`src/rtl/fpu_div_pkg.sv`:
```
`default_nettype none
// ============================================================================
// Module  : fpu_div_pkg
// Brief   : Shared types, constants and rounding helper for the mantissa divider.
// Rev     : 1.0  initial release
// ============================================================================
package fpu_div_pkg;

    localparam int SINGLE_W = 24;
    localparam int DOUBLE_W = 53;

    typedef enum logic [1:0] {
        IDLE = 2'd0,
        PRE  = 2'd1,
        ITER = 2'd2,
        RND  = 2'd3
    } div_state_t;

    // Round-to-nearest-even increment from LSB, round and sticky bits.
    function automatic logic rne_inc(input logic l, input logic r, input logic s);
        return r & (s | l);
    endfunction

endpackage
`default_nettype wire

```
`src/rtl/fpu_div_step.sv`:
```
`default_nettype none
// ============================================================================
// Module  : fpu_div_step
// Brief   : One combinational restoring-division step (remainder, divisor ->
//           next remainder, quotient bit).
// Rev     : 1.0  initial release
// ============================================================================
module fpu_div_step #(
    parameter int WIDTH = 24
) (
    input  logic [WIDTH+1:0] i_rem,
    input  logic [WIDTH-1:0] i_divisor,
    output logic [WIDTH+1:0] o_rem,
    output logic             o_q_bit
);

    logic [WIDTH+1:0] w_diff;

    // The remainder stays below 2*divisor, so the top bit is a valid sign.
    assign w_diff  = i_rem - {2'b00, i_divisor};
    assign o_q_bit = ~w_diff[WIDTH+1];
    assign o_rem   = o_q_bit ? {w_diff[WIDTH:0], 1'b0} : {i_rem[WIDTH:0], 1'b0};

endmodule
`default_nettype wire

```
`src/rtl/fpu_mant_div.sv`:
```
`default_nettype none
// ============================================================================
// Module  : fpu_mant_div
// Brief   : Iterative restoring mantissa divider with RNE rounding and hold.
//           Define FPU_DIV_RADIX4_EN for two restoring steps per cycle.
// Rev     : 1.0  initial release
// ============================================================================
module fpu_mant_div
    import fpu_div_pkg::*;
#(
    parameter int WIDTH = SINGLE_W,
    parameter int CNTW  = 6
) (
    input  logic             clk,
    input  logic             reset,
    input  logic             fpuhold,
    input  logic             start,
    input  logic [WIDTH-1:0] dividend,
    input  logic [WIDTH-1:0] divisor,
    output logic             busy,
    output logic             done,
    output logic [WIDTH-1:0] quotient,
    output logic             exp_adj,
    output logic             inexact,
    output logic             divz
);

`ifdef FPU_DIV_RADIX4_EN
    localparam int c_steps = 2;
`else
    localparam int c_steps = 1;
`endif
    localparam int             c_iters    = (WIDTH + c_steps) / c_steps;
    localparam int             c_qw       = c_iters * c_steps;
    localparam int             c_extra    = c_qw - (WIDTH + 1);
    localparam logic [CNTW-1:0] c_cnt_init = CNTW'(c_iters - 1);

    div_state_t        r_state;
    logic [CNTW-1:0]   r_cnt;
    logic [WIDTH-1:0]  r_a;
    logic [WIDTH-1:0]  r_b;
    logic [WIDTH+1:0]  r_rem;
    logic [c_qw-1:0]   r_q;
    logic              r_adj_pend;
    logic              r_dz_pend;
    logic              r_busy;
    logic              r_done;
    logic [WIDTH-1:0]  r_quotient;
    logic              r_exp_adj;
    logic              r_inexact;
    logic              r_divz;

    logic [WIDTH+1:0]  w_rem_next;
    logic [c_steps-1:0] w_q_bits;
    logic              w_l;
    logic              w_r;
    logic              w_s;
    logic              w_surplus;
    logic [WIDTH-1:0]  w_rounded;

`ifdef FPU_DIV_RADIX4_EN
    logic [WIDTH+1:0]  w_rem_mid;
    logic              w_q_hi;
    logic              w_q_lo;

    fpu_div_step #(.WIDTH(WIDTH)) u_step_hi (
        .i_rem     (r_rem),
        .i_divisor (r_b),
        .o_rem     (w_rem_mid),
        .o_q_bit   (w_q_hi)
    );
    fpu_div_step #(.WIDTH(WIDTH)) u_step_lo (
        .i_rem     (w_rem_mid),
        .i_divisor (r_b),
        .o_rem     (w_rem_next),
        .o_q_bit   (w_q_lo)
    );
    assign w_q_bits = {w_q_hi, w_q_lo};
`else
    fpu_div_step #(.WIDTH(WIDTH)) u_step (
        .i_rem     (r_rem),
        .i_divisor (r_b),
        .o_rem     (w_rem_next),
        .o_q_bit   (w_q_bits)
    );
`endif

    // A quotient bit computed beyond the round bit only contributes to sticky.
    generate
        if (c_extra != 0) begin : g_surplus
            assign w_surplus = r_q[0];
        end else begin : g_no_surplus
            assign w_surplus = 1'b0;
        end
    endgenerate

    assign w_r       = r_q[c_extra];
    assign w_l       = r_q[c_extra+1];
    assign w_s       = (r_rem != '0) | w_surplus;
    assign w_rounded = r_q[c_qw-1 -: WIDTH] + WIDTH'(rne_inc(w_l, w_r, w_s));

    always_ff @(posedge clk) begin
        if (reset) begin
            r_state    <= IDLE;
            r_cnt      <= '0;
            r_a        <= '0;
            r_b        <= '0;
            r_rem      <= '0;
            r_q        <= '0;
            r_adj_pend <= 1'b0;
            r_dz_pend  <= 1'b0;
            r_busy     <= 1'b0;
            r_done     <= 1'b0;
            r_quotient <= '0;
            r_exp_adj  <= 1'b0;
            r_inexact  <= 1'b0;
            r_divz     <= 1'b0;
        end else if (!fpuhold) begin
            case (r_state)
                IDLE: begin
                    r_done <= 1'b0;
                    // A start coinciding with the done pulse is dropped.
                    if (start && !r_done) begin
                        r_a     <= dividend;
                        r_b     <= divisor;
                        r_busy  <= 1'b1;
                        r_state <= PRE;
                    end
                end
                PRE: begin
                    r_q <= '0;
                    if (!r_b[WIDTH-1]) begin
                        r_dz_pend  <= 1'b1;
                        r_adj_pend <= 1'b0;
                        r_state    <= RND;
                    end else begin
                        r_dz_pend <= 1'b0;
                        if (r_a < r_b) begin
                            r_rem      <= {1'b0, r_a, 1'b0};
                            r_adj_pend <= 1'b1;
                        end else begin
                            r_rem      <= {2'b00, r_a};
                            r_adj_pend <= 1'b0;
                        end
                        r_cnt   <= c_cnt_init;
                        r_state <= ITER;
                    end
                end
                ITER: begin
                    r_rem <= w_rem_next;
                    r_q   <= {r_q[c_qw-1-c_steps:0], w_q_bits};
                    if (r_cnt == '0) begin
                        r_state <= RND;
                    end else begin
                        r_cnt <= r_cnt - CNTW'(1);
                    end
                end
                RND: begin
                    r_quotient <= r_dz_pend ? '0 : w_rounded;
                    r_inexact  <= r_dz_pend ? 1'b0 : (w_r | w_s);
                    r_exp_adj  <= r_adj_pend;
                    r_divz     <= r_dz_pend;
                    r_done     <= 1'b1;
                    r_busy     <= 1'b0;
                    r_state    <= IDLE;
                end
                default: r_state <= IDLE;
            endcase
        end
    end

    assign busy     = r_busy;
    assign done     = r_done;
    assign quotient = r_quotient;
    assign exp_adj  = r_exp_adj;
    assign inexact  = r_inexact;
    assign divz     = r_divz;

endmodule
`default_nettype wire

```
`config.mk`:
```
export PLATFORM = sky130hd
export DESIGN_NAME = fpu_mant_div
export DESIGN_NICKNAME = d
export VERILOG_FILES = /design/src/rtl/fpu_div_pkg.sv /design/src/rtl/fpu_div_step.sv /design/src/rtl/fpu_mant_div.sv
export SDC_FILE = /design/constraint.sdc
export NUM_CORES = 1
export LEC_CHECK = 0
export CAP_MARGIN = 20
export CORE_UTILIZATION = 30
export CTS_CLUSTER_DIAMETER = 80
export CTS_CLUSTER_SIZE = 24
export DETAILED_ROUTE_END_ITERATION = 8
export GPL_ROUTABILITY_DRIVEN = 0
export GPL_TIMING_DRIVEN = 0
export MAX_ROUTING_LAYER = met4
export REMOVE_ABC_BUFFERS = 1
export SETUP_SLACK_MARGIN = 0.1
export SLEW_MARGIN = 0
export SYNTH_ARGS = -nofsm -noshare
export SYNTH_HDL_FRONTEND = slang
export SYNTH_SLANG_ARGS = --single-unit
```
`constraint.sdc`:
```
create_clock -name clk -period 7 [get_ports clk]
set_clock_uncertainty 0.05 [all_clocks]
set_input_delay 1.05 -clock clk [delete_from_list [all_inputs] [get_ports clk]]
set_output_delay 1.05 -clock clk [all_outputs]
set_load 0.1 [all_outputs]
```
-- After elaboration in Yosys (flattened, before gate mapping)
Index checks and enable logic that the tools add are counted.
- word-level logic and storage cells: 66
- register bits after elaboration: 138
- output and inout bits: 29
- bitwise operators: 5
- $add $sub $neg: 3
- eq/ne operators: 7
- muxes and demuxes: 20
- order comparisons: 1
- reductions and logical operators: 16
- operators by type and width (operator ; count):
    $mux W26 ; 2
    $pmux W26 S2 ; 1
    $pmux W25 S2 ; 1
    $reduce_bool A26 Y1 ; 1
    $sub A26 B24 Y26 ; 1
    $mux W25 ; 1
    $add A24 B1 Y24 ; 1
    $lt A24 B24 Y1 ; 1
    $mux W24 ; 1
    $mux W6 ; 2
    $pmux W6 S2 ; 1
    $reduce_and A3 Y1 ; 4
    $ne A2 B2 Y1 const B ; 4
    $pmux W2 S4 ; 1
    $reduce_and A2 Y1 ; 4
    $logic_not A6 Y1 ; 1
    $mux W1 ; 6
    $sub A6 B1 Y6 const B ; 1
    $eq A2 B2 Y1 const B ; 2
    $mux W2 ; 2
    $pmux W1 S2 ; 2
    $reduce_and A4 Y1 ; 1
    $reduce_bool A2 Y1 ; 2
    $eq A2 B1 Y1 const B ; 1
    6 further kinds ; 8

-- Depth between registers and ports, before layout
Gate-level depths: netlist (run 1).
- depth in word-level cells: 5
- gate-level depth with buffers: 12

-- Hierarchy
From an unflattened synthesis (run 1), not the netlist that was laid out.
- cell total of the unflattened synthesis: 1083
- area total of the unflattened synthesis: 8458.1 um^2
- modules (own cells, without submodules) (module ; sequential area each (um^2) ; cells each ; area each (um^2) ; times used):
    fpu_mant_div ; 2762.6 ; 851 ; 6690.2 ; 1
    fpu_div_step ; 0.0 ; 232 ; 1767.9 ; 1

-- Worst setup path before layout (run 1)
OpenSTA, ideal clock, no wires.
- kind: register -> register
- start point: reg r_b[22]
- end point: reg r_rem[12]
- slack: 4.212 ns
- stages on the path, launching flop included: 12
- buffers on the path: 1
- required time: 6.833 ns
- arrival: 2.621 ns
- path through: dfxtp_1 > inv_1 > ha_1 > a21o_1 > a211o_1 > mux2_1 > a41o_1 > a211oi_4 > buf_6 > mux2i_1 > mux2i_1 > a22o_1
- word-level cells in the longest chain between the ends: 4
- elaborated cells on any way between the ends: 6
- RTL lines (item ; line ; text):
    start, declared ; fpu_mant_div.sv:41 ; logic [WIDTH-1:0] r_b;
    start signal, assigned ; fpu_mant_div.sv:125 ; r_b <= divisor;
    $lt A24 B24 Y1 ; fpu_mant_div.sv:138 ; if (r_a < r_b) begin
    $mux W25 ; fpu_mant_div.sv:138 ;
    $mux W26 ; fpu_mant_div.sv:132 ; if (!r_b[WIDTH-1]) begin
    $pmux W26 S2 * ; fpu_mant_div.sv:119 ; case (r_state)
    end signal, assigned ; fpu_mant_div.sv:139 ; r_rem <= {1'b0, r_a, 1'b0};
    end signal, assigned ; fpu_mant_div.sv:142 ; r_rem <= {2'b00, r_a};
    end signal, assigned ; fpu_mant_div.sv:150 ; r_rem <= w_rem_next;
    end, declared ; fpu_mant_div.sv:42 ; logic [WIDTH+1:0] r_rem;
Mark *: on every way between the ends. The rest lies on a longest branch, timed or not. The select of a mux whose other input is x is not followed.
A chain may end at the register's enable or synchronous reset.

-- Final worst setup path (run 1)
- start point: reg r_b[9]
- end point: reg r_rem[9]
The elaborated chain is that of the path after synthesis.

==> results of run 1 <==
cell families (layout without fill, tap and decap cells):
logic type	after synthesis	count (layout)	synth area share, %
AND/OR/NAND/NOR	373	373	20.9
XOR/XNOR	44	44	4.86
AO/OA/AOI/OAI	249	249	19.7
flip-flops	138	138	34.9
adder cells (fa/ha/maj)	55	55	8.78
multiplexers	48	48	6.10
buffers and inverters	97	163	4.83
worst reg2reg max path, cell delays in order (launching register included):
cell and delay, ns:
dfxtp_1 0.33, inv_1 0.06, ha_1 0.29, a21oi_1 0.14, nor2_1 0.06, a211oi_1 0.55, a2111oi_0 0.37, a2111oi_2 1.03
buf_6 0.24, buf_2 0.23, buf_4 0.21, mux2i_1 0.19, nand2_1 0.07, a32o_1 0.26
routing by layer:
metal / up-vias / global-route usage, % / share of wire, %
met5: - / - / 0
met4: 0 / 7.17 / 2.9
met3: 45 / 3.16 / 3.6
met2: 144 / 26.6 / 46
met1: 3289 / 20.1 / 47
li1: 3669 / - / -
stage by stage:
stage	cells	setup slack (ns)	hold slack, ns	total power, mW
6_report	1405	2.82	0.402	2.23
5_1_grt	1405	2.59	0.417	2.34
4_1_cts	1404	2.88	0.403	2.25
3_5_place_dp	1372	2.79	0.394	1.33
3_3_place_gp	1358	-4.16	0.390	1.33
2_1_floorplan	943	-0.822	0.380	1.18
flip-flops by register name (all words and copies together), names as in the netlist:
signal,flops
r_q,25
done,1
r_adj_pend,1
exp_adj,1
r_state,2
divz,1
r_b,24
r_cnt,6
inexact,1
quotient,24
r_a,24
r_rem,26
busy,1
r_dz_pend,1
final cells by class:
| class | instances | area [sq um] | area share [%] |
|---|---|---|---|
| tap | 335 | 419 | 4.31 |
| clock inverter | 15 | 179 | 1.84 |
| timing repair buffer | 95 | 1010 | 10.3 |
| multi-input combinational | 769 | 4800 | 49.3 |
| clock buffer | 17 | 425 | 4.37 |
| inverter | 36 | 135 | 1.39 |
| sequential | 138 | 2760 | 28.4 |
placed cells by master, fill, tap and decap left out, types with 7 or more instances in the layout:
cell             instances
nor2b_1                  7
nand2b_1                 7
clkbuf_16               17
nand4_1                 17
nor2_1                  71
o221ai_1                12
a21o_1                  10
a21oi_1                111
xnor2_1                 33
and3_1                   7
nor3_1                   8
nand3_1                 39
xor2_1                  11
dfxtp_1                138
ha_1                    53
inv_1                   35
clkdlybuf4s50_1         79
a22oi_1                 25
nand2_1                185
a211oi_1                 7
mux2i_1                 46
o21ai_0                 34
nor4_1                  10
power groups by stage:
stage               clock (mW)  sequential, mW  combinational (mW)
finish                   0.917           0.825               0.489
detailed placement           0           0.843               0.484
global placement             0           0.842               0.487
floorplan                    0           0.842               0.341
global route             0.973           0.827               0.541
CTS                      0.941           0.825               0.488
final timing paths:
kind           startpoint           end  slack, ns  depth (start not counted)
min          quotient[15]  quotient[15]       0.40                          2
max                r_b[9]      r_rem[9]       2.82                         13
min reg2reg  quotient[15]  quotient[15]       0.40                          2
max reg2reg        r_b[9]      r_rem[9]       2.82                         13
==> impl_metrics.xml, run 1 <==
<?xml version="1.0" encoding="UTF-8"?>
<metrics>
  <group name="pwr">
    <metric name="power_frac_clock" unit="%">41.1</metric>
    <metric name="internal_power" unit="mW">1.50</metric>
    <metric name="share_comb_of_total_power" unit="%">21.9</metric>
    <metric name="pwr-share-seq" unit="%">37.0</metric>
    <metric name="p_switching" unit="mW">0.728</metric>
    <metric name="sw_frac_of_total" unit="%">32.6</metric>
    <metric name="power.leakage" unit="nW">3.67</metric>
    <metric name="cellPowerDensity" unit="mW/mm^2">229</metric>
    <metric name="ir_drop" unit="uV">138</metric>
  </group>
  <group name="global_route">
    <metric name="globalRoute.totalOverflow" unit="">0</metric>
    <metric name="grt_usage" unit="%">16.6</metric>
    <metric name="grt_pass1_wl" unit="um">34600</metric>
    <metric name="largest_net_degree_at_the_start_of_global_routing" unit="">69</metric>
    <metric name="initial_antenna_violation_count" unit="">0</metric>
    <metric name="grt_pass1_vias" unit="">6941</metric>
  </group>
  <group name="timing">
    <metric name="timing_worst_slew_pin_value" unit="ns">1.04</metric>
    <metric name="fin_setup_tns" unit="ns">0</metric>
    <metric name="final.min_clock_period" unit="ns">4.18</metric>
    <metric name="layout_worst_path_cycle_share" unit="%">59.7</metric>
    <metric name="timing.final.max_slew_violations" unit="">0</metric>
    <metric name="max_freq" unit="GHz">0.239</metric>
    <metric name="finalSetupViolations" unit="">0</metric>
    <metric name="max_slew_margin" unit="%">30.6</metric>
    <metric name="timing.final.hold_violations" unit="">0</metric>
    <metric name="rsz0062_at_grt" unit="">false</metric>
  </group>
  <group name="setup_path">
    <metric name="worst_path_largest_cell_delay" unit="ns">1.03</metric>
    <metric name="cell_by_cell_trace_of_the_critical_path" unit="">inv_1, ha_1, a21oi_1, nor2_1, a211oi_1, a2111oi_0, a2111oi_2, buf_6, buf_2, buf_4, mux2i_1, nand2_1, a32o_1</metric>
    <metric name="critPathMaxFanout" unit="">7</metric>
    <metric name="critPathKind" unit="">reg2reg</metric>
    <metric name="required" unit="ns">7.28</metric>
    <metric name="timing.critical_path.to_type" unit="">flip-flop</metric>
    <metric name="critPathLaunchType" unit="">flip-flop</metric>
    <metric name="critPathTopFamily" unit="">compound AO/OA/AOI/OAI gates</metric>
    <metric name="worst_ep_arrival_time" unit="ns">4.46</metric>
    <metric name="worst-path-buf-inv" unit="">4</metric>
    <metric name="worst_path_max_delay_cell" unit="">a2111oi_2</metric>
  </group>
  <group name="clock_network">
    <metric name="cts.sink_count" unit="">138</metric>
    <metric name="clock_tree.buffer_depth" unit="">2</metric>
    <metric name="post_cts_resize_count" unit="">0</metric>
    <metric name="cts.root.buffer_cell" unit="">clkbuf_16</metric>
    <metric name="post-cts-setup-buffers" unit="">0</metric>
    <metric name="clk_pin_slew_worst_paths" unit="ns">0.07</metric>
    <metric name="htree_num_levels" unit="">4</metric>
    <metric name="post_cts_hold_buffer_count" unit="">0</metric>
    <metric name="numCtsBuffers" unit="">17</metric>
    <metric name="insertion_delay" unit="ns">0.44</metric>
    <metric name="cts_tree" unit="">yes</metric>
  </group>
  <group name="route">
    <metric name="drtAntennaViolNets" unit="">0</metric>
    <metric name="num_vias" unit="">7147</metric>
    <metric name="drc_errors" unit="">0</metric>
    <metric name="route.final.wire_length" unit="um">20800</metric>
    <metric name="drt_iter0_drc" unit="">361</metric>
    <metric name="drtPass1Iterations" unit="">5</metric>
    <metric name="drt-vias-per-instance" unit="">5.09</metric>
    <metric name="detail_route.wl_per_cell" unit="um">14.8</metric>
  </group>
  <group name="place">
    <metric name="dp.final_hpwl" unit="um">14900</metric>
    <metric name="total_of_buffers_placed_on_input_and_output_ports" unit="">80</metric>
    <metric name="detailed_place.area" unit="sq mm">0.00909</metric>
  </group>
  <group name="synth">
    <metric name="synth_largest_area_cell" unit="">dfxtp_1</metric>
    <metric name="total_standard_cell_area_after_synthesis" unit="sq mm">0.00792</metric>
    <metric name="synth_seq_cells" unit="">138</metric>
    <metric name="synthArstFlopShare" unit="%">0</metric>
    <metric name="synth_edf_count" unit="">0</metric>
    <metric name="library_cell_with_the_highest_instance_count_after_synthesis" unit="">nand2_1</metric>
    <metric name="synthFlopType" unit="">dfxtp_1</metric>
    <metric name="cell_count_after_synthesis" unit="">1004</metric>
    <metric name="synth_warnings" unit="">0</metric>
    <metric name="biggest_area_contributors_in_the_synthesized_netlist" unit="">dfxtp_1 (35%), nand2_1 (8.8%), ha_1 (8.5%)</metric>
    <metric name="synth_cell_type_count" unit="">65</metric>
    <metric name="post_synth.cell_area_avg" unit="sq um">7.89</metric>
    <metric name="synth_sequential_area_ratio" unit="%">34.9</metric>
    <metric name="netlist.area_leader.share" unit="%">34.9</metric>
    <metric name="synth.cells.most_frequent" unit="">nand2_1 (185), dfxtp_1 (138), a21oi_1 (111)</metric>
  </group>
  <group name="floorplan">
    <metric name="core_region_area" unit="sq mm">0.0260</metric>
    <metric name="initial_core_util" unit="%">30.5</metric>
    <metric name="die-area" unit="sq mm">0.0271</metric>
    <metric name="row_count" unit="">59</metric>
    <metric name="dieHeight" unit="um">165</metric>
    <metric name="die_w" unit="um">165</metric>
    <metric name="design.portCount" unit="">81</metric>
  </group>
  <group name="layout">
    <metric name="fin_util" unit="%">37.4</metric>
    <metric name="drive_above_1_share" unit="%">5.61</metric>
    <metric name="fillerInstances" unit="">2738</metric>
    <metric name="finish.net_count" unit="">1164</metric>
    <metric name="design_area" unit="sq mm">0.00973</metric>
    <metric name="antenna_cells_inserted" unit="">0</metric>
    <metric name="syn2layout_area_growth" unit="%">22.8</metric>
  </group>
  <group name="flow_run">
    <metric name="max_cap_viol_count" unit="">0</metric>
  </group>
  <group name="status">
    <metric name="outcome" unit="">complete, no violations</metric>
  </group>
  <group name="hold_path">
    <metric name="hold_path_class" unit="">reg2reg</metric>
  </group>
</metrics>
Note: power is estimated with default switching activity, not from simulation.
==> run 2: changes to the inputs <==
Clock period 7 ns to 3.4 ns, I/O delays scaled along.
==> impl_metrics.xml, run 2 (synthesis gave the netlist of run 1 again) <==
<?xml version="1.0" encoding="UTF-8"?>
<metrics>
  <group name="status">
    <metric name="outcome" unit="">complete, no violations</metric>
  </group>
  <group name="setup_path">
    <metric name="required" unit="ns">3.68</metric>
    <metric name="worst_ep_arrival_time" unit="ns">3.40</metric>
    <metric name="timing.critical_path.to_type" unit="">flip-flop</metric>
    <metric name="critPathMaxFanout" unit="">15</metric>
    <metric name="critPathLaunchType" unit="">flip-flop</metric>
    <metric name="critPathKind" unit="">reg2reg</metric>
  </group>
  <group name="timing">
    <metric name="timing_worst_slew_pin_value" unit="ns">0.973</metric>
    <metric name="final.min_clock_period" unit="ns">3.12</metric>
    <metric name="max_slew_margin" unit="%">34.9</metric>
    <metric name="timing.hold.ws" unit="ns">0.403</metric>
    <metric name="finalSetupViolations" unit="">0</metric>
    <metric name="rsz0062_at_grt" unit="">false</metric>
    <metric name="max_freq" unit="GHz">0.320</metric>
    <metric name="layout_worst_path_cycle_share" unit="%">91.8</metric>
    <metric name="timing.final.max_slew_violations" unit="">0</metric>
    <metric name="fin_setup_tns" unit="ns">0</metric>
    <metric name="timing.final.hold_violations" unit="">0</metric>
  </group>
  <group name="layout">
    <metric name="drive_above_1_share" unit="%">6.72</metric>
    <metric name="antenna_cells_inserted" unit="">0</metric>
    <metric name="syn2layout_area_growth" unit="%">23.8</metric>
    <metric name="biggestRegsByFlops" unit="">r_rem x26, r_q x25</metric>
    <metric name="largest_register" unit="">r_rem</metric>
    <metric name="layout_commonest_cell" unit="">nand2_1</metric>
    <metric name="largest_register_ffs" unit="">26</metric>
    <metric name="layout.cells.most_common_list" unit="">nand2_1 (183), dfxtp_1 (138), a21oi_1 (110), clkdlybuf4s50_1 (79), nor2_1 (70)</metric>
    <metric name="fillerInstances" unit="">2734</metric>
    <metric name="finish.net_count" unit="">1166</metric>
  </group>
  <group name="route">
    <metric name="drc_errors" unit="">0</metric>
    <metric name="drtPass1Iterations" unit="">5</metric>
    <metric name="drtAntennaViolNets" unit="">0</metric>
    <metric name="detail_route.wl_per_cell" unit="um">14.9</metric>
    <metric name="drt_iter0_drc" unit="">337</metric>
    <metric name="route.final.wire_length" unit="um">21000</metric>
    <metric name="drt-vias-per-instance" unit="">5.08</metric>
    <metric name="num_vias" unit="">7153</metric>
  </group>
  <group name="clock_network">
    <metric name="cts_tree" unit="">yes</metric>
    <metric name="insertion_delay" unit="ns">0.44</metric>
    <metric name="clock_tree.buffer_depth" unit="">2</metric>
    <metric name="cts.sink_count" unit="">138</metric>
    <metric name="cts.root.buffer_cell" unit="">clkbuf_16</metric>
    <metric name="htree_num_levels" unit="">4</metric>
    <metric name="clk_pin_slew_worst_paths" unit="ns">0.07</metric>
    <metric name="numCtsBuffers" unit="">17</metric>
  </group>
  <group name="pwr">
    <metric name="power.leakage" unit="nW">3.69</metric>
    <metric name="cellPowerDensity" unit="mW/mm^2">472</metric>
    <metric name="ir_drop" unit="uV">283</metric>
    <metric name="finalPower" unit="mW">4.63</metric>
  </group>
  <group name="floorplan">
    <metric name="die-area" unit="sq mm">0.0271</metric>
    <metric name="row_count" unit="">59</metric>
    <metric name="die_w" unit="um">165</metric>
    <metric name="core_region_area" unit="sq mm">0.0260</metric>
    <metric name="initial_core_util" unit="%">30.5</metric>
    <metric name="design.portCount" unit="">81</metric>
    <metric name="dieHeight" unit="um">165</metric>
  </group>
  <group name="global_route">
    <metric name="initial_antenna_violation_count" unit="">0</metric>
    <metric name="globalRoute.totalOverflow" unit="">0</metric>
    <metric name="grt_pass1_wl" unit="um">34800</metric>
    <metric name="grt_usage" unit="%">16.7</metric>
    <metric name="largest_net_degree_at_the_start_of_global_routing" unit="">69</metric>
    <metric name="grt_pass1_vias" unit="">6989</metric>
  </group>
  <group name="hold_path">
    <metric name="hold_path_class" unit="">reg2reg</metric>
  </group>
  <group name="place">
    <metric name="dp.final_hpwl" unit="um">14900</metric>
    <metric name="total_of_buffers_placed_on_input_and_output_ports" unit="">80</metric>
  </group>
  <group name="flow_run">
    <metric name="max_cap_viol_count" unit="">0</metric>
  </group>
</metrics>
==> run 2: report_power, final <==
part | total [mW] | switching (mW) | internal (mW)
registers | 1.70 | 0.0398 | 1.66
clock network | 1.89 | 0.897 | 0.992
logic | 1.04 | 0.580 | 0.464
total | 4.63 | 1.52 | 3.11
==> run 2: area by class of cell <==
class / count / area (sq um) / area share (%)
Multi-Input combinational cell: 769 / 4870 / 49.6
Inverter: 36 / 135 / 1.38
Sequential cell: 138 / 2760 / 28.2
Tap cell: 335 / 419 / 4.27
Timing Repair Buffer: 97 / 1030 / 10.5
Clock inverter: 15 / 179 / 1.82
Clock buffer: 17 / 425 / 4.34
==> run 2: per-stage QoR <==
stage               util, %  setup slack, ns  instances  instance area, sq um
global placement       34.2            -7.76       1358                  8900
global route           37.8            0.120       1407                  9810
floorplan                 -            -4.42        943                  7680
detailed placement     35.0           -0.687       1372                  9090
CTS                    37.5           0.0621       1406                  9750
finish                 37.8            0.280       1407                  9810
==> run 2: routing by layer <==
| metal | part of all wire, % | wire length, um | GRT usage (%) | vias up |
|---|---|---|---|---|
| met5 | 0 | 0 | - | - |
| met3 | 3.7 | 777 | 3.16 | 45 |
| li1 | - | - | - | 3659 |
| met4 | 3.0 | 623 | 7.21 | 0 |
| met2 | 47 | 9810 | 27.0 | 150 |
| met1 | 47 | 9770 | 20.1 | 3299 |
==> run 2: path summary, 6_finish.rpt <==
kind | depth (start not counted) | to | from | slack [ns]
max reg2reg | 11 | r_rem[19] | r_b[22] | 0.28
min | 2 | quotient[15] | quotient[15] | 0.40
max | 11 | r_rem[19] | r_b[22] | 0.28
min reg2reg | 2 | quotient[15] | quotient[15] | 0.40
==> run 2: timing repair <==
action / in CTS / in global routing
endpoints found under the hold margin: 0 / 0
buffers inserted: 2 / 2
hold buffers: 0 / 0
gates resized for setup: 5 / 9
pin swaps: 2 / 4
endpoints found under the setup margin: 26 / 24
==> run 2: critical path, cell delays in order, from the launching register on <==
cell and delay (ns):
dfxtp_1 0.34, inv_1 0.08, ha_2 0.34, a21o_1 0.19, a211o_1 0.31, mux2_1 0.32
a41o_1 0.24, a211oi_4 0.30, buf_8 0.21, o2111ai_1 0.13, a31o_1 0.24, a32o_1 0.24
==> run 3: changes to the inputs <==
Settings changed: ABC_AREA set to 1, CTS_CLUSTER_SIZE 24 to 20.
==> impl_metrics.xml, run 3 <==
<?xml version="1.0" encoding="UTF-8"?>
<metrics>
  <group name="status">
    <metric name="outcome" unit="">complete, no violations</metric>
  </group>
  <group name="hold_path">
    <metric name="hold_path_class" unit="">reg2reg</metric>
    <metric name="worst_hold_path.num_cells" unit="">2</metric>
    <metric name="hold_start" unit="">quotient[17]</metric>
    <metric name="min_delay_worst_endpoint" unit="">quotient[17]</metric>
  </group>
  <group name="synth">
    <metric name="synthArstFlopShare" unit="%">0</metric>
    <metric name="biggest_area_contributors_in_the_synthesized_netlist" unit="">dfxtp_1 (30%), nand2_1 (14%), inv_1 (8.9%)</metric>
    <metric name="synth_edf_count" unit="">0</metric>
    <metric name="library_cell_with_the_highest_instance_count_after_synthesis" unit="">nand2_1</metric>
    <metric name="netlist.area_leader.share" unit="%">30.2</metric>
    <metric name="cell_count_after_synthesis" unit="">1396</metric>
    <metric name="synth_warnings" unit="">0</metric>
    <metric name="synth_largest_area_cell" unit="">dfxtp_1</metric>
    <metric name="synth_cell_type_count" unit="">46</metric>
    <metric name="post_synth.cell_area_avg" unit="sq um">6.56</metric>
    <metric name="synthFlopType" unit="">dfxtp_1</metric>
    <metric name="synth_sequential_area_ratio" unit="%">30.2</metric>
    <metric name="synth.cells.most_frequent" unit="">nand2_1 (350), inv_1 (217), a21oi_1 (152)</metric>
    <metric name="synth_seq_cells" unit="">138</metric>
    <metric name="total_standard_cell_area_after_synthesis" unit="sq mm">0.00915</metric>
  </group>
  <group name="route">
    <metric name="detail_route.wl_per_cell" unit="um">13.3</metric>
    <metric name="drtPass1Iterations" unit="">5</metric>
    <metric name="route.final.wire_length" unit="um">24600</metric>
    <metric name="drtAntennaViolNets" unit="">0</metric>
    <metric name="drt_iter0_drc" unit="">553</metric>
    <metric name="num_vias" unit="">8933</metric>
    <metric name="drt-vias-per-instance" unit="">4.82</metric>
    <metric name="drc_errors" unit="">0</metric>
  </group>
  <group name="floorplan">
    <metric name="core_region_area" unit="sq mm">0.0298</metric>
    <metric name="dieHeight" unit="um">177</metric>
    <metric name="die_w" unit="um">177</metric>
    <metric name="initial_core_util" unit="%">30.7</metric>
    <metric name="design.portCount" unit="">81</metric>
    <metric name="row_count" unit="">63</metric>
    <metric name="die-area" unit="sq mm">0.0312</metric>
  </group>
  <group name="pwr">
    <metric name="internal_power" unit="mW">3.77</metric>
    <metric name="power.leakage" unit="nW">4.87</metric>
    <metric name="ir_drop" unit="uV">353</metric>
    <metric name="share_comb_of_total_power" unit="%">46.2</metric>
    <metric name="sw_frac_of_total" unit="%">45.2</metric>
    <metric name="pwr-share-seq" unit="%">26.2</metric>
    <metric name="finalPower" unit="mW">6.89</metric>
    <metric name="p_switching" unit="mW">3.11</metric>
    <metric name="cellPowerDensity" unit="mW/mm^2">633</metric>
    <metric name="power_frac_clock" unit="%">27.6</metric>
  </group>
  <group name="clock_network">
    <metric name="clk_pin_slew_worst_paths" unit="ns">0.08</metric>
    <metric name="htree_num_levels" unit="">4</metric>
    <metric name="post_cts_resize_count" unit="">0</metric>
    <metric name="post-cts-setup-buffers" unit="">0</metric>
    <metric name="insertion_delay" unit="ns">0.43</metric>
    <metric name="post_cts_hold_buffer_count" unit="">0</metric>
    <metric name="cts_tree" unit="">yes</metric>
    <metric name="cts.sink_count" unit="">138</metric>
    <metric name="cts.root.buffer_cell" unit="">clkbuf_16</metric>
    <metric name="clock_tree.buffer_depth" unit="">2</metric>
    <metric name="numCtsBuffers" unit="">17</metric>
  </group>
  <group name="layout">
    <metric name="design_area" unit="sq mm">0.0109</metric>
    <metric name="fin_util" unit="%">36.5</metric>
    <metric name="drive_above_1_share" unit="%">8.00</metric>
    <metric name="layout.cells.most_common_list" unit="">nand2_1 (349), inv_1 (217), a21oi_1 (152), dfxtp_1 (138), nand3_1 (124)</metric>
    <metric name="antenna_cells_inserted" unit="">0</metric>
    <metric name="largest_register_ffs" unit="">26</metric>
    <metric name="biggestRegsByFlops" unit="">r_rem x26, r_q x25</metric>
    <metric name="syn2layout_area_growth" unit="%">18.9</metric>
    <metric name="fillerInstances" unit="">3236</metric>
    <metric name="finish.net_count" unit="">1556</metric>
    <metric name="largest_register" unit="">r_rem</metric>
    <metric name="layout_commonest_cell" unit="">nand2_1</metric>
    <metric name="layout.cells.non_filler" unit="">1852</metric>
  </group>
  <group name="setup_path">
    <metric name="ff_to_ff_setup_slack" unit="ns">0.38</metric>
    <metric name="regToRegStartpoint" unit="">r_state[0]</metric>
    <metric name="required" unit="ns">3.66</metric>
    <metric name="cell_by_cell_trace_of_the_critical_path" unit="">inv_1, ha_1, inv_1, o21ai_2, inv_2, nand2_1, or2_1, nor2_1, a21oi_1, a21oi_1</metric>
    <metric name="rr_endpoint" unit="">r_cnt[4]</metric>
    <metric name="worst_ep_arrival_time" unit="ns">3.28</metric>
    <metric name="critPathMaxFanout" unit="">25</metric>
    <metric name="worst_path_largest_cell_delay" unit="ns">0.74</metric>
    <metric name="critPathLaunchType" unit="">flip-flop</metric>
    <metric name="critPathKind" unit="">reg2reg</metric>
    <metric name="worst_r2r_path_depth" unit="">10</metric>
    <metric name="critPathTopFamily" unit="">buffers and inverters</metric>
    <metric name="timing.critical_path.to_type" unit="">flip-flop</metric>
    <metric name="worst_path_max_delay_cell" unit="">inv_1</metric>
    <metric name="worst-path-buf-inv" unit="">3</metric>
  </group>
  <group name="global_route">
    <metric name="grt_pass1_wl" unit="um">41800</metric>
    <metric name="grt_usage" unit="%">17.0</metric>
    <metric name="largest_net_degree_at_the_start_of_global_routing" unit="">74</metric>
    <metric name="globalRoute.totalOverflow" unit="">0</metric>
    <metric name="grt_pass1_vias" unit="">8463</metric>
    <metric name="initial_antenna_violation_count" unit="">0</metric>
  </group>
  <group name="timing">
    <metric name="layout_worst_path_cycle_share" unit="%">88.8</metric>
    <metric name="timing.final.hold_violations" unit="">0</metric>
    <metric name="fin_setup_tns" unit="ns">0</metric>
    <metric name="timing_worst_slew_pin_value" unit="ns">1.09</metric>
    <metric name="finalSetupViolations" unit="">0</metric>
    <metric name="timing.hold.ws" unit="ns">0.414</metric>
    <metric name="max_slew_margin" unit="%">27.3</metric>
    <metric name="final.setup.worst_slack" unit="ns">0.382</metric>
    <metric name="max_freq" unit="GHz">0.331</metric>
    <metric name="timing.final.max_slew_violations" unit="">0</metric>
    <metric name="rsz0062_at_grt" unit="">false</metric>
    <metric name="final.min_clock_period" unit="ns">3.02</metric>
  </group>
  <group name="place">
    <metric name="placed_cells" unit="">1820</metric>
    <metric name="total_of_buffers_placed_on_input_and_output_ports" unit="">80</metric>
    <metric name="dp.final_hpwl" unit="um">18000</metric>
    <metric name="placement.setup.worst_slack" unit="ns">0.135</metric>
    <metric name="detailed_place.area" unit="sq mm">0.0103</metric>
  </group>
  <group name="flow_run">
    <metric name="max_cap_viol_count" unit="">0</metric>
  </group>
</metrics>
[run 3: worst register-to-register path, delay by kind of cell (launching register included)]
family                   cells  cell delay [ns]
AO/OA/AOI/OAI                3             0.63
adder cells (fa/ha/maj)      1             0.70
buffers and inverters        3             0.94
flip-flops                   1             0.34
AND/OR/NAND/NOR              3             0.26
[run 3: area by class of cell]
type / instances / area, sq um / share of cell area (%)
multi-input combinational: 982 / 5330 / 48.9
sequential: 138 / 2760 / 25.4
timing repair buffer: 84 / 866 / 7.95
inverter: 226 / 850 / 7.80
tap: 390 / 488 / 4.48
clock buffer: 17 / 425 / 3.91
clock inverter: 15 / 169 / 1.55
[run 3: worst max-delay path by stage]
stage,start,end,cells after the start
after floorplan,done,r_a[0],4
after global placement,reset,r_a[18],4
after detailed placement,r_b[23],r_rem[1],13
after CTS,r_b[23],r_rem[1],13
after global routing,r_state[0],r_cnt[4],10
final,r_state[0],r_cnt[4],10
[run 3: layer usage]
layer	share of wire, %	track usage [%]	wire (um)	vias up
met4	1.4	4.96	335	0
met1	48	21.8	11900	4118
met5	0	-	0	-
met2	47	27.9	11600	173
met3	3.4	2.10	845	20
li1	-	-	-	4622
[run 3: power by group through the flow]
stage | Sequential, mW | Combinational [mW] | Clock [mW]
floorplan | 1.86 | 2.36 | 0
detailed placement | 1.84 | 3.14 | 0
global route | 1.82 | 3.59 | 2.01
CTS | 1.80 | 3.17 | 1.94
finish | 1.80 | 3.18 | 1.90
global placement | 1.84 | 3.11 | 0
[run 3: kinds of logic after synthesis]
logic type	synth area share [%]
AOI/OAI and AO/OA	16.4
xor gates and xnor gates	1.44
adders and majority gates	7.60
buffers and inverters	11.9
DFF	30.2
and+or+nand+nor	32.4
